### src/rtl/pc_sequencer.sv
// Hydra instruction sequencer: owns the PC and walks each instruction through
// fetch (req/ack), decode and execute, then commits the next PC by priority.
module pc_sequencer #(
    parameter int                ADDR_W   = 16,
    parameter logic [ADDR_W-1:0] RESET_PC = '0,
    parameter int                STEP     = 2
) (
    input  logic              clk,
    input  logic              reset,
    output logic              imem_req,
    output logic [ADDR_W-1:0] imem_addr,
    input  logic              imem_ack,
    input  logic [15:0]       imem_data,
    output logic [15:0]       instr,
    output logic              instr_valid,
    input  logic              exec_done,
    input  logic              jump,
    input  logic              branch,
    input  logic              halt,
    input  logic [ADDR_W-1:0] imm_jump,
    input  logic [ADDR_W-1:0] imm_branch,
    input  logic              resume,
    output logic [ADDR_W-1:0] pc,
    output logic              pc_update,
    output logic              halted
);

    typedef enum logic [1:0] {
        S_REQ    = 2'd0,
        S_DECODE = 2'd1,
        S_EXEC   = 2'd2,
        S_HALT   = 2'd3
    } state_t;

    state_t            state_q, state_d;
    logic [ADDR_W-1:0] pc_q, pc_d;
    logic [15:0]       instr_q, instr_d;
    logic              instr_valid_q, instr_valid_d;
    logic              pc_update_q, pc_update_d;
    logic              halted_q, halted_d;

    // Sequential step; the adder width makes the increment wrap at 2^ADDR_W.
    function automatic logic [ADDR_W-1:0] pc_inc(input logic [ADDR_W-1:0] p);
        return p + ADDR_W'(STEP);
    endfunction

    always_comb begin
        state_d     = state_q;
        pc_d        = pc_q;
        instr_d     = instr_q;
        pc_update_d = 1'b0;
        case (state_q)
            S_REQ: begin
                if (imem_ack) begin
                    instr_d = imem_data;
                    state_d = S_DECODE;
                end
            end
            S_DECODE: state_d = S_EXEC;
            S_EXEC: begin
                if (exec_done) begin
                    // Halt commit still counts as a pc write even though pc is unchanged.
                    pc_update_d = 1'b1;
                    state_d     = S_REQ;
                    if (jump)        pc_d = imm_jump;
                    else if (branch) pc_d = imm_branch;
                    else if (halt)   state_d = S_HALT;
                    else             pc_d = pc_inc(pc_q);
                end
            end
            S_HALT: begin
                if (resume) begin
                    pc_d        = pc_inc(pc_q);
                    pc_update_d = 1'b1;
                    state_d     = S_REQ;
                end
            end
            default: state_d = S_REQ;
        endcase
        // Status outputs are registered from the next state so they line up with it.
        instr_valid_d = (state_d == S_DECODE);
        halted_d      = (state_d == S_HALT);
    end

    always_ff @(posedge clk or posedge reset) begin
        if (reset) begin
            state_q       <= S_REQ;
            pc_q          <= RESET_PC;
            instr_q       <= 16'h0000;
            instr_valid_q <= 1'b0;
            pc_update_q   <= 1'b0;
            halted_q      <= 1'b0;
        end else begin
            state_q       <= state_d;
            pc_q          <= pc_d;
            instr_q       <= instr_d;
            instr_valid_q <= instr_valid_d;
            pc_update_q   <= pc_update_d;
            halted_q      <= halted_d;
        end
    end

    assign imem_req    = (state_q == S_REQ);
    assign imem_addr   = pc_q;
    assign pc          = pc_q;
    assign instr       = instr_q;
    assign instr_valid = instr_valid_q;
    assign pc_update   = pc_update_q;
    assign halted      = halted_q;

endmodule

### config.mk
export PLATFORM = sky130hd
export DESIGN_NAME = pc_sequencer
export DESIGN_NICKNAME = d
export VERILOG_FILES = /design/src/rtl/pc_sequencer.sv
export SDC_FILE = /design/constraint.sdc
export NUM_CORES = 1
export LEC_CHECK = 0
export ABC_CLOCK_PERIOD_IN_PS = 3200
export CAP_MARGIN = 20
export CORE_ASPECT_RATIO = 1.5
export CORE_MARGIN = 1
export CORE_UTILIZATION = 45
export CTS_BUF_LIST = sky130_fd_sc_hd__clkbuf_4 sky130_fd_sc_hd__clkbuf_8 sky130_fd_sc_hd__clkbuf_16
export CTS_CLUSTER_DIAMETER = 100
export CTS_CLUSTER_SIZE = 25
export DETAILED_ROUTE_END_ITERATION = 10
export DONT_BUFFER_PORTS = 1
export RECOVER_POWER = 100
export SETUP_SLACK_MARGIN = 0.4
export SLEW_MARGIN = 20
export SYNTH_ARGS = -nofsm -noshare
export SYNTH_HDL_FRONTEND = slang
export SYNTH_SLANG_ARGS = --single-unit
### constraint.sdc
create_clock -name clk -period 3.2 [get_ports clk]
set_clock_uncertainty 0.05 [all_clocks]
set_input_delay 0.16 -clock clk [delete_from_list [all_inputs] [get_ports clk]]
set_output_delay 0.16 -clock clk [all_outputs]
set_load 0.005 [all_outputs]
# After elaboration in Yosys (flattened, before gate mapping)
# Cells that the tools add are included.
[word_totals]
regBits = 37
latchBits = 0
ram_bits = 0
romBits = 0
inputBits = 56
output_inout_bits = 52
elab_cells = 35
mem_count = 0
[op_classes]
addsub = 1
multipliers = 0
div_mod_pow = 0
magnitude_cmp = 0
eq_ne = 8
n_shift = 0
muxes = 16
bitwise = 0
n_reduce_logical = 4
[ops]
columns = ["operator", "n"]
rows = [
  ["16-bit two-way mux", 5],
  ["16-bit case mux with 2 select lines", 1],
  ["16-bit by 2-bit adder with 16-bit output (second input constant)", 1],
  ["2-bit two-way mux", 6],
  ["2-bit case mux with 4 select lines", 1],
  ["2-bit equality test (second input constant)", 3],
  ["2-bit by 1-bit equality test with 1-bit output (second input constant)", 2],
  ["2-bit != test (second input constant)", 2],
  ["4-bit != test (second input constant)", 1],
  ["4-bit AND reduction", 1],
  ["2-bit logical NOT", 1],
  ["1-bit two-way mux", 2],
  ["1-bit case mux with 2 select lines", 1],
  ["2-bit AND reduction", 1],
  ["2-bit nonzero test", 1],
]

# Logic depth before layout (Yosys ltp)
[depth]
ltp_word = 6
mapped_depth = 7
depth_no_buf = 5

# Worst setup path before layout
# No wires, ideal clock.
[synth_path]
kind = "register -> register"
start = "register state_q[1]"
end = "register instr_q[0], in the netlist instr[0]"
arrival_time_ps = 1509
required_ps = 3025
path_slack_ps = 1516
path_stages_with_launch = 7
path_buffers = 3
path_cell_list = "dfrtp_1 buf_2 nor2_1 and2_1 buf_2 buf_2 mux2_2"
[synth_between]
elab_chain_len = 2
[synth_lines]
columns = ["element", "line_no", "rtl"]
rows = [
  ["from (decl)", "35", "state_t state_q, state_d;"],
  ["from (signal assigned)", "94", "state_q <= state_d;"],
  ["2-bit logical NOT", "--", ""],
  ["net imem_req", "10", "output logic imem_req,"],
  ["2-bit AND reduction (no line)", "--", ""],
  ["to (signal assigned)", "96", "instr_q <= instr_d;"],
  ["to (decl)", "37", "logic [15:0] instr_q, instr_d;"],
]
# The timed path passes the listed nets, and every way through them passes these cells.
# A chain may end at the register's enable or synchronous reset.

# Final worst setup path
[layout_path]
start = "register state_q[0]"
end = "register pc_q[3], in the netlist imem_addr[3]"
[layout_between]
elab_chain_len = 3
word_cells_on_any_way = 8
[layout_lines]
columns = ["element", "line_no", "rtl"]
rows = [
  ["2-bit equality test", "52", "case (state_q)"],
  ["4-bit != test (no line) (tied with other cells)", "--", ""],
  ["4-bit AND reduction (no line)", "--", ""],
  ["to (signal assigned)", "95", "pc_q <= pc_d;"],
  ["to (decl)", "36", "logic [ADDR_W-1:0] pc_q, pc_d;"],
]
# Several ways; a longest one is shown, not always the timed one.

==> reports/metrics.yaml <==
fin_setup_tns_ns: 0
drtPass1Iterations: 4
synth_area_leader_cell: "dfrtp_1"
avgViaCountPerCell: 6.33
top_layer_used: "met4"
antenna_found_initial: 0
dieArea_sq_um: 5070
cp_slowest_cell: "a22oi_2"
layout.nets: 265
final_common_cell: "dfrtp_1"
path_class: "reg2reg"
ir_worst_vdd_v: 0.000485
synth_fp_nets: 268
crit_buf_inv: 0
hpwl_microns: 3810
syn_avg_cell_area_sq_um: 10.2
p_leak_nw: 0.913
synth_edf_count: 0
avgRoutedWirePerCell_microns: 19.8
ys.flop_type: "dfrtp_1"
num_vias: 1728
ys_seq_area_share_pct: 43.0
start_util_pct: 47.4
status: "finished clean"
path_cells: "and2_0 -> a22oi_2 -> nor2_1 -> o22a_2"
final_antenna_net_count: 0
numCtsBuffers: 5
layout_setup_ws_ns: 0.848
cts_resized: 0
clockBufferDepth: 2
synth_area_leaders: "dfrtp_1, mux2_2, buf_4, a22oi_1, a21oi_1"
grt_overflow: 0
grt_usage_pct: 22.5
utilization_pct: 51.0
place.gp.congestion: 0.863
worstSetupStartpointType: "register"
max_freq_mhz: 425
placementRows: 30
post-cts-setup-buffer-count: 0
post_dp_cell_area_sq_um: 2060
drtIter0Drc: 128
maxCapViolations: 0
first_global_vias: 1751
area_growth_syn_to_layout_pct: 7.43
hold_viol_final: 0
ys_types: 49
wl_met3_microns: 555
post-route-min-period_ns: 2.35
drcViolationCount: 0
final_cell_area_sq_um: 2310
synth_top_area_share_pct: 43.0
slowest_delay_ns: 0.90
hold_path.class: "in2reg"
drive_gt1_share_pct: 17.2
period_share_pct: 73.5
met1_length_microns: 1900
grt_max_degree: 38
tightest_slew_ns: 1.05
grt_pass1_wl_microns: 8500
slew_headroom_pct: 29.7
core-area_sq_um: 4540
routed_wl_microns: 5410
preCtsSetupSlack_ns: 1.21
wl_met2_microns: 2870
fp.dieH_microns: 86.7
cp_max_fo: 23
finalSetupViolCount: 0
port_buffers: 0
ys_seq_elements: 37
numClockSinks: 37
worstSkewPairLatency_ns: 0.29
slew_violations: 0
crit_required_ns: 3.33
ys_warn_count: 0
p_per_area_nw_per_um2: 875
async_reset_ff_share_pct: 100
mostFrequentLayoutCells: "dfrtp_1, dlygate4sd3_1, mux2_2"
synth.cell_area_sq_um: 2150
rsz0062_at_grt: "no"
cts_tree: "done"
worstPathArrival_ns: 2.48
clockRootBuffer: "clkbuf_8"
crit_path_end_kind: "register"
power.total_mw: 2.03
cts_max_level: 2
io_pins: 108
postSynthCellCount: 211
antenna-diode-count: 0
clk_transition_reported_paths_ns: 0.08
die_w_microns: 58.5
cpLargestDelayFamily: "compound AO/OA/AOI/OAI gates"
## layer usage
layer  track usage [%]  vias to the layer above
met1              24.8                      845
li1                  -                      771
met5                 0                        -
met3              7.76                        9
met4              7.58                        0
met2              39.8                      103
## synth_stat cells, types with 3 or more instances
library cell  number
dfrtp_1           37
buf_4             17
mux2_2            16
a21oi_1           11
buf_2             10
a22oi_1            9
nand2_1            9
o21ai_0            9
inv_1              8
nand3_1            8
nor2_1             8
o22ai_1            8
a22o_1             5
o2bb2ai_1          4
o32a_1             4
a32oi_1            3
and2_1             3
## worst paths after layout
| path | from | to | slack, ns | cells after the start |
|---|---|---|---|---|
| max | state_q[0] | imem_addr[3] | 0.85 | 4 |
| min | exec_done | pc_update | 0.04 | 2 |
| max reg2reg | state_q[0] | imem_addr[3] | 0.85 | 4 |
| min reg2reg | instr[7] | instr[7] | 0.49 | 1 |
| max in group asynchronous | reset | pc_update | 2.39 | 3 |
| min in group asynchronous | reset | imem_addr[7] | 0.38 | 3 |
## flip-flops by register name (all words and copies together) (netlist names)
register and cells:
instr 16, halted 1, instr_valid 1, state_q 2
imem_addr 16, pc_update 1
## logic make-up (layout without fill, tap and decap cells)
family / Yosys count / after routing / share of synthesized area (%)
buffers and inverters: 37 / 35 / 9.99
AOI/OAI and AO/OA: 69 / 69 / 24.5
DFF: 37 / 37 / 43.0
adders and majority gates: 1 / 1 / 0.581
muxes: 16 / 16 / 8.36
and+or+nand+nor: 51 / 51 / 13.6
## metrics by stage
stage,hold WS (ns),instances
final,0.0390,273
after global routing,0.0606,273
after CTS,0.0247,273
after detailed placement,0.147,247
after global placement,0.133,247
after floorplan,0.196,211
## report_power, final
group	internal [mW]	switching (mW)
clock	0.150	0.173
combinational	0.326	0.343
sequential	0.692	0.341
total	1.17	0.857
## timing repair
item	4_1_cts	5_1_grt
endpoints found under the setup margin	0	0
hold buffers	18	0
endpoints found under the hold margin	55	0
## cell type report
class	count	area, sq um
Clock buffer	5	68.8
Clock inverter	3	17.5
Fill cell	435	2230
Inverter	8	30.0
Multi-Input combinational cell	137	1000
Sequential cell	37	926
Tap cell	64	80.1
Timing Repair Buffer	19	188
No activity file was read; power rests on OpenSTA's default activity.
